### src/rtl/alu_exec_stage_if.sv
// Handshake bus for alu_exec_stage: operand/opcode input side and registered result side.
// illegal_op exists only when ALU_OPCODE_CHECK_EN is defined.
interface alu_exec_stage_if;
    logic        in_valid;
    logic        in_ready;
    logic [63:0] A;
    logic [63:0] B;
    logic [3:0]  ALUcontrol;
    logic        out_valid;
    logic        out_ready;
    logic [63:0] ALUresult;
    logic        Zero;
    logic [15:0] op_count;
`ifdef ALU_OPCODE_CHECK_EN
    logic        illegal_op;

    modport master (
        output in_valid, A, B, ALUcontrol, out_ready,
        input  in_ready, out_valid, ALUresult, Zero, op_count, illegal_op
    );
    modport slave (
        input  in_valid, A, B, ALUcontrol, out_ready,
        output in_ready, out_valid, ALUresult, Zero, op_count, illegal_op
    );
`else
    modport master (
        output in_valid, A, B, ALUcontrol, out_ready,
        input  in_ready, out_valid, ALUresult, Zero, op_count
    );
    modport slave (
        input  in_valid, A, B, ALUcontrol, out_ready,
        output in_ready, out_valid, ALUresult, Zero, op_count
    );
`endif
endinterface

### src/rtl/alu_exec_stage.sv
// ALU execute stage: 2-entry input FIFO feeding a combinational ALU into a held output register.
// Optional feature macro: ALU_OPCODE_CHECK_EN (adds the registered illegal_op flag).
module alu_exec_alu (
    input  logic [63:0] a,
    input  logic [63:0] b,
    input  logic [3:0]  ctrl,
    output logic [63:0] result
);
    always_comb begin
        result = '0;
        case (ctrl)
            4'd0:  result = a & b;
            4'd1:  result = a | b;
            4'd2:  result = a + b;
            4'd6:  result = a - b;
            4'd7:  result = (a < b) ? 64'd1 : 64'd0;
            4'd12: result = ~(a | b);
            default: result = '0;
        endcase
    end
endmodule

module alu_exec_stage (
    input  logic             clk,
    input  logic             reset,
    alu_exec_stage_if.slave  bus
);
    localparam int ENTRY_W = 64 + 64 + 4;

    logic [ENTRY_W-1:0] entry_q [2];
    logic               wr_ptr_reg;
    logic               rd_ptr_reg;
    logic [1:0]         count_reg;
    logic [1:0]         count_next;

    logic               out_valid_reg;
    logic [63:0]        result_reg;
    logic               zero_reg;
    logic [15:0]        op_count_reg;

    logic               in_ready_int;
    logic               push;
    logic               pop;
    logic               out_fire;
    logic [ENTRY_W-1:0] head;
    logic [63:0]        alu_result;

    // in_ready looks only at the registered count, so a full FIFO never takes a bypass
    assign in_ready_int = !reset && (count_reg != 2'd2);
    assign push         = bus.in_valid && in_ready_int;
    assign pop          = (count_reg != 2'd0) && (!out_valid_reg || bus.out_ready);
    assign out_fire     = out_valid_reg && bus.out_ready;

    genvar gi;
    generate
        for (gi = 0; gi < 2; gi++) begin : g_entry
            logic [ENTRY_W-1:0] entry_reg;
            always_ff @(posedge clk) begin
                if (push && (wr_ptr_reg == 1'(gi)))
                    entry_reg <= {bus.A, bus.B, bus.ALUcontrol};
            end
            assign entry_q[gi] = entry_reg;
        end
    endgenerate

    assign head = entry_q[rd_ptr_reg];

    alu_exec_alu u_alu (
        .a      (head[ENTRY_W-1 -: 64]),
        .b      (head[67:4]),
        .ctrl   (head[3:0]),
        .result (alu_result)
    );

    always_comb begin
        count_next = count_reg;
        case ({push, pop})
            2'b10:   count_next = count_reg + 2'd1;
            2'b01:   count_next = count_reg - 2'd1;
            default: count_next = count_reg;
        endcase
    end

    always_ff @(posedge clk) begin
        if (reset) begin
            wr_ptr_reg    <= 1'b0;
            rd_ptr_reg    <= 1'b0;
            count_reg     <= 2'd0;
            out_valid_reg <= 1'b0;
            result_reg    <= '0;
            zero_reg      <= 1'b1;
            op_count_reg  <= '0;
        end else begin
            count_reg <= count_next;
            if (push)
                wr_ptr_reg <= ~wr_ptr_reg;
            if (pop) begin
                rd_ptr_reg    <= ~rd_ptr_reg;
                out_valid_reg <= 1'b1;
                result_reg    <= alu_result;
                zero_reg      <= (alu_result == 64'd0);
            end else if (out_fire) begin
                out_valid_reg <= 1'b0;
            end
            if (out_fire)
                op_count_reg <= op_count_reg + 16'd1;
        end
    end

`ifdef ALU_OPCODE_CHECK_EN
    logic illegal_reg;
    logic head_illegal;

    always_comb begin
        head_illegal = 1'b1;
        case (head[3:0])
            4'd0, 4'd1, 4'd2, 4'd6, 4'd7, 4'd12: head_illegal = 1'b0;
            default: head_illegal = 1'b1;
        endcase
    end

    always_ff @(posedge clk) begin
        if (reset)
            illegal_reg <= 1'b0;
        else if (pop)
            illegal_reg <= head_illegal;
    end

    assign bus.illegal_op = illegal_reg;
`endif

    assign bus.in_ready  = in_ready_int;
    assign bus.out_valid = out_valid_reg;
    assign bus.ALUresult = result_reg;
    assign bus.Zero      = zero_reg;
    assign bus.op_count  = op_count_reg;
endmodule
### src/flat_wrapper.sv
// flat-port wrapper written by rule: the top's interface ports become plain ports
module alu_exec_stage_flat 
  (clk, reset, bus_in_valid, bus_A, bus_B, bus_ALUcontrol, bus_out_ready, bus_in_ready, bus_out_valid, bus_ALUresult, bus_Zero, bus_op_count);
  alu_exec_stage_if bus_i ();
  input  logic clk;
  input  logic reset;
  input wire logic [$bits(bus_i.in_valid)-1:0] bus_in_valid;
  input wire logic [$bits(bus_i.A)-1:0] bus_A;
  input wire logic [$bits(bus_i.B)-1:0] bus_B;
  input wire logic [$bits(bus_i.ALUcontrol)-1:0] bus_ALUcontrol;
  input wire logic [$bits(bus_i.out_ready)-1:0] bus_out_ready;
  output wire logic [$bits(bus_i.in_ready)-1:0] bus_in_ready;
  output wire logic [$bits(bus_i.out_valid)-1:0] bus_out_valid;
  output wire logic [$bits(bus_i.ALUresult)-1:0] bus_ALUresult;
  output wire logic [$bits(bus_i.Zero)-1:0] bus_Zero;
  output wire logic [$bits(bus_i.op_count)-1:0] bus_op_count;
  assign bus_i.in_valid = bus_in_valid;
  assign bus_i.A = bus_A;
  assign bus_i.B = bus_B;
  assign bus_i.ALUcontrol = bus_ALUcontrol;
  assign bus_i.out_ready = bus_out_ready;
  assign bus_in_ready = bus_i.in_ready;
  assign bus_out_valid = bus_i.out_valid;
  assign bus_ALUresult = bus_i.ALUresult;
  assign bus_Zero = bus_i.Zero;
  assign bus_op_count = bus_i.op_count;
  alu_exec_stage u_core (.clk(clk), .reset(reset), .bus(bus_i));
endmodule
### config.mk
export PLATFORM = sky130hd
export DESIGN_NAME = alu_exec_stage_flat
export DESIGN_NICKNAME = d
export VERILOG_FILES = /design/src/rtl/alu_exec_stage_if.sv /design/src/rtl/alu_exec_stage.sv /design/src/flat_wrapper.sv
export SDC_FILE = /design/constraint.sdc
export NUM_CORES = 1
export LEC_CHECK = 0
export CORE_UTILIZATION = 23
export CTS_BUF_LIST = sky130_fd_sc_hd__clkbuf_4 sky130_fd_sc_hd__clkbuf_8 sky130_fd_sc_hd__clkbuf_16
export DETAILED_ROUTE_END_ITERATION = 10
export PLACE_DENSITY_LB_ADDON = 0.12
export SLEW_MARGIN = 20
export SYNTH_ARGS = -nofsm -noshare
export SYNTH_HDL_FRONTEND = slang
export SYNTH_SLANG_ARGS = --single-unit
### constraint.sdc
create_clock -name clk -period 6.9 [get_ports clk]
set_input_delay 0.69 -clock clk [delete_from_list [all_inputs] [get_ports clk]]
set_output_delay 0.69 -clock clk [all_outputs]
set_load 0.05 [all_outputs]
Word level (Yosys, flattened, before mapping)
Index checks and enable logic that the tools add are counted.
W data, S select, Z words.

storage, ports and cells
  output and inout port bits = 83
  input port bits = 136
  bits in registers = 350

operators by class
  $lt $le $gt $ge = 2
  eq/ne operators = 8
  bitwise operators = 6
  add/subtract/negate cells = 5
  multiplexer cells = 8
  reduce and logical (&&, ||, !) cells = 14

operator list
  kind                     count
  $mux W132                3
  $pmux W64 S6             1
  $add A64 B64 Y64         1
  $and A64 B64 Y64         1
  $logic_not A64 Y1        1
  $lt A64 B64 Y1           1
  $not A64 Y64             1
  $or A64 B64 Y64          1
  $sub A64 B64 Y64         1
  $add A16 B1 Y16 const B  1
  $eq A4 B3 Y1 const B     2
  $logic_and A1 B1 Y1      6
  $reduce_bool A2 Y1       3
  $eq A4 B1 Y1 const B     1
  $eq A4 B2 Y1 const B     1
  $eq A4 B4 Y1 const B     1
  $logic_not A4 Y1         1
  $pmux W2 S2              1
  $mux W1                  3
  $add A2 B1 Y2 const B    1
  $eq A2 B1 Y1 const B     1
  $eq A2 B2 Y1 const B     1
  $ge A2 B2 Y1 const B     1
  $logic_not A1 Y1         2
  5 further kinds          6

Longest topological paths before layout
  depth in word-level cells = 8
  mapped depth = 22

Modules after synthesis
Synthesis repeated with hierarchy kept, for this count alone.

unflattened totals
  cells, all modules = 2439
  area total of the unflattened synthesis = 23313.6 um^2

by module, submodules not included
  module          times used  cells an instance  area each (um^2)
  alu_exec_stage  1           821                12773.5
  alu_exec_alu    1           1618               10540.1

Worst setup path before layout
OpenSTA, ideal clock, no wires.

  kind = input to register
  from = input port reset
  to = register u_core.g_entry[0].entry_reg[0], enable pin
  data arrival time = 7485 ps
  buffers on the path = 1
  setup slack = -1210 ps
  stages on the path = 4
  library setup time = 626 ps
  required time = 6274 ps
  cell sequence = clkbuf_1 > a21oi_1 > nand2_1 > nor2_1

between the ends
  cells in the longest elaborated chain, start to end = 4

ends and longest elaborated chain
  item                    RTL line              source
  from (decl)             flat_wrapper.sv:6     input logic reset;
  $logic_not A1 Y1        alu_exec_stage.sv:49  assign in_ready_int = !reset && (count_reg != 2'd2);
  $logic_and A1 B1 Y1     alu_exec_stage.sv:49
  named net bus_in_ready  flat_wrapper.sv:12    output wire logic [$bits(bus_i.in_ready)-1:0] bus_in_ready;
  $logic_and A1 B1 Y1     alu_exec_stage.sv:50  assign push = bus.in_valid && in_ready_int;
  $logic_and A1 B1 Y1     alu_exec_stage.sv:59  if (push && (wr_ptr_reg == 1'(gi)))
  to (signal assigned)    alu_exec_stage.sv:60  entry_reg <= {bus.A, bus.B, bus.ALUcontrol};
  to (decl)               alu_exec_stage.sv:57  logic [ENTRY_W-1:0] entry_reg;

The timed path passes the listed nets, and every way through them passes these cells.
A chain may end at the register's enable or synchronous reset.

Final worst setup path
  from = register u_core.rd_ptr_reg
  to = register u_core.zero_reg, in the netlist u_core.bus.Zero

between the ends
  cells in the longest elaborated chain, start to end = 8

ends and longest elaborated chain
  item                                                      RTL line                                                          source
  from (decl)                                               alu_exec_stage.sv:32                                              logic rd_ptr_reg;
  from (signal assigned)                                    alu_exec_stage.sv:98                                              rd_ptr_reg <= ~rd_ptr_reg;
  $not A1 Y2 (not written as such) (*)                      alu_exec_stage.sv:66                                              assign head = entry_q[rd_ptr_reg];
  $mux W132 (not written as such) (*) (3 in a row)          alu_exec_stage.sv:66
  $lt A64 B64 Y1 / $or A64 B64 Y64 (equally long branches)  alu_exec_stage.sv:16, alu_exec_stage.sv:13, alu_exec_stage.sv:17
  $mux W1 / $not A64 Y64 (equally long branches)            alu_exec_stage.sv:16, alu_exec_stage.sv:17
  $pmux W64 S6 (*)                                          alu_exec_stage.sv:11                                              case (ctrl)
  $logic_not A64 Y1 (*)                                     alu_exec_stage.sv:101                                             zero_reg <= (alu_result == 64'd0);
  to (signal assigned)                                      alu_exec_stage.sv:101
  to (decl)                                                 alu_exec_stage.sv:38                                              logic zero_reg;

Every way passes the cells marked *; elsewhere a longest branch is shown, timed or not. The select of a mux whose other input is x is not followed.

==> flow_summary.toml <==
[timing]
slew_headroom_pct = 8.41
final_count_of_pins_violating_max_slew = 0
setup-violations-final = 0
sum_of_negative_setup_slack_ns = 0
rsz_0062_raised_after_global_routing = "no"
worstMarginPinSlew_ns = 1.37
post-route-min-period_ns = 6.76
final_hold_viol_count = 0
max_clock_freq_mhz = 148
min_period_over_period_pct = 98.0
clock_skew_ns = 0.0228

[setup_path]
timing.critical_path.required_ns = 7.43
critical_path.reg2reg.startpoint = "u_core.rd_ptr_reg"
critical_path.startpoint_type = "flip-flop"
r2r_end = "u_core.bus.Zero"
cell_family_contributing_the_most_delay_on_the_critical_path = "compound AO/OA/AOI/OAI gates"
r2r_slack_ns = 0.14
worst-endpoint-arrival_ns = 7.29
worstPathCellList = "mux2i_1 > inv_1 > ha_1 > fa_1 > o21ba_1 > or4_4 > a2111oi_4 > o21ai_1 > a21oi_2 > nand3_1 > a21oi_1 > xnor2_1 > a2111oi_0 > buf_4 > nand4_1 > nor4_1 > a41o_1"
cpMaxStageDelayCell = "sky130_fd_sc_hd__a21oi_1"
cp-endpoint = "u_core.bus.Zero"
path_buf_inv = 2
worst_setup_path_end_kind = "flip-flop"
critPathLaunch = "u_core.rd_ptr_reg"
critical_path_cell_count = 17
cp_max_fo = 27
criticalPathCategory = "reg -> reg"
timing.reg2reg.worst_path_depth = 17
worst_path_largest_cell_delay_ns = 0.73

[logic_synthesis]
number_of_synthesized_flops_with_an_enable_pin = 264
synthFlopType = "sky130_fd_sc_hd__edfxtp_1"
ys_seq_elements = 350
yosys_warnings = 0
synth_cells = 2567
synth_cell_type_count = 96
syn_nets = 2901
netlist_area_mm2 = 0.0241
yosysSeqAreaShare_pct = 40.1
async_flop_share_pct = 0
syn_avg_cell_area_um2 = 9.38

[power]
vdd_drop_max_v = 0.000222
power_density_mw_per_mm2 = 426
power.leakage_nw = 11.0

[placement]
numPortBuffers = 218
gp_routability_congestion = 0.943
place_hpwl_mm = 84.0

[floorplanning]
dieHeight_um = 325
floorplan.io_pins = 219
die_area_mm2 = 0.106
initial_utilization_pct = 23.2
core_area_mm2 = 0.104
dieWidth_um = 325
cell_rows = 118

[clocking]
tritoncts = "yes"
post-cts-setup-buffer-count = 0
clock_tree.root_cell = "sky130_fd_sc_hd__clkbuf_16"
clock_tree.buffer_depth = 3
cts_hold_repair.buffers = 0
cts_num_sinks = 350
cts_buffers = 42
number_of_gates_given_a_new_drive_strength_after_cts = 0
cts.htree.levels = 2
path_clk_slew_ns = 0.06
worst_skew_late_latency_ns = 0.60

[global_routing]
largest_net_degree_at_the_start_of_global_routing = 133
antenna_found_initial = 3
grt.overflow.total = 0
grt_pass1_wl_mm = 151
first_global_vias = 21000
grt_usage_pct = 19.5

[finish]
ratio_of_cells_with_drive_above_1_in_the_final_layout_pct = 8.60
layout.cells.most_common_list = "sky130_fd_sc_hd__edfxtp_1, sky130_fd_sc_hd__nor2_1, sky130_fd_sc_hd__clkdlybuf4s50_1, sky130_fd_sc_hd__ha_1, sky130_fd_sc_hd__inv_1"
layout.filler_cells = 10900
areaGrowthSynthToFinish_pct = 23.9
largest_reg_flops = 264
post-route-util_pct = 28.8
multi_input_gate_area_in_the_final_layout_mm2 = 0.0132
layout.cells.most_common = "sky130_fd_sc_hd__edfxtp_1"
layout.nets = 3125
sequential_cell_area_mm2 = 0.00965

[route]
num_vias = 21500
detailedRoute.firstIterationViolations = 1986
detail_route.drc_violations = 0
vias_per_cell = 5.10
drt_pass1_iterations = 7
avg_wl_per_cell_um = 25.2
detail_route.wirelength_mm = 106
drt.antenna.violating_nets = 0

[hold_path]
min_delay_path_depth = 2
worstHoldPathType = "reg -> reg"

[job]
timing.max_cap.violations = 0

[status]
status = "completed"
[cell type report]
class,count,share of cell area (%)
diodes,5,0.0420
clock buffers,53,3.90
clock inverters,24,1.06
inverters,199,2.50
multi-input cells,1875,44.2
flip-flops and latches,350,32.4
well taps,1380,5.79
repair buffers,323,10.2
[power breakdown]
part	internal (W)	switching, W
Sequential	0.00262	0.000204
Combinational	0.00241	0.00512
Clock	0.00146	0.000908
[Yosys cell counts (51+ instances only)]
cell                       instances  share of area (%)
sky130_fd_sc_hd__a21oi_1         187                3.9
sky130_fd_sc_hd__nand2_1         143                2.2
sky130_fd_sc_hd__ha_1            196                 10
sky130_fd_sc_hd__edfxtp_1        264                 33
sky130_fd_sc_hd__inv_1           194                3.0
sky130_fd_sc_hd__clkbuf_1         84                1.3
sky130_fd_sc_hd__a211oi_1         57                1.8
sky130_fd_sc_hd__nor3_1           73                1.5
sky130_fd_sc_hd__nor2_1          262                4.1
sky130_fd_sc_hd__xnor2_1          51                1.9
sky130_fd_sc_hd__mux2i_1         140                5.8
sky130_fd_sc_hd__o21ai_0         109                2.3
sky130_fd_sc_hd__dfxtp_1          86                7.2
[routing by layer]
layer | track usage [%] | up-vias | part of all wire [%]
met2 | 28.5 | 746 | 42
met4 | 5.01 | 2 | 2.1
met1 | 28.3 | 10600 | 49
li1 | - | 9998 | -
met5 | 0 | - | 0.010
met3 | 4.60 | 105 | 7.4
[worst min path at each step]
stage / from / end / slack [ns]
global placement: u_core.bus.ALUresult[18] / u_core.bus.ALUresult[18] / 0.45
detailed placement: u_core.bus.ALUresult[18] / u_core.bus.ALUresult[18] / 0.45
CTS: u_core.bus.ALUresult[18] / u_core.bus.ALUresult[18] / 0.46
floorplan: u_core.count_reg[1] / u_core.count_reg[1] / 0.48
finish: u_core.bus.ALUresult[18] / u_core.bus.ALUresult[18] / 0.46
global route: u_core.bus.ALUresult[18] / u_core.bus.ALUresult[18] / 0.48
[stage by stage]
step | total power [W] | hold WS, ns | cells | setup slack [ns] | cell area [µm²]
2_1_floorplan | 0.00741 | 0.481 | 2567 | 1.02 | 24100
3_3_place_gp | 0.0103 | 0.450 | 4126 | 0.0461 | 28300
3_5_place_dp | 0.0103 | 0.449 | 4127 | 0.120 | 28300
4_1_cts | 0.0127 | 0.457 | 4204 | 0.0819 | 29800
5_1_grt | 0.0134 | 0.476 | 4205 | 0.0197 | 29800
6_report | 0.0127 | 0.459 | 4209 | 0.140 | 29800
[worst register-to-register path, cell delays in order (launching register included)]
cell	delay, ns
sky130_fd_sc_hd__dfxtp_4	0.68
sky130_fd_sc_hd__mux2i_1	0.40
sky130_fd_sc_hd__inv_1	0.13
sky130_fd_sc_hd__ha_1	0.24
sky130_fd_sc_hd__fa_1	0.46
sky130_fd_sc_hd__o21ba_1	0.23
sky130_fd_sc_hd__or4_4	0.50
sky130_fd_sc_hd__a2111oi_4	0.49
sky130_fd_sc_hd__o21ai_1	0.38
sky130_fd_sc_hd__a21oi_2	0.48
sky130_fd_sc_hd__nand3_1	0.22
sky130_fd_sc_hd__a21oi_1	0.73
sky130_fd_sc_hd__xnor2_1	0.19
sky130_fd_sc_hd__a2111oi_0	0.49
sky130_fd_sc_hd__buf_4	0.19
sky130_fd_sc_hd__nand4_1	0.17
sky130_fd_sc_hd__nor4_1	0.49
sky130_fd_sc_hd__a41o_1	0.23
[cells by family after synthesis]
logic type / share of synthesized area [%]
multiplexers: 5.92
flip-flops: 40.1
XOR/XNOR: 2.26
adder cells (fa/ha/maj): 10.4
buffers and inverters: 5.53
AND/OR/NAND/NOR: 15.0
AO/OA/AOI/OAI: 20.9
Note: power is estimated with default switching activity, not from simulation.
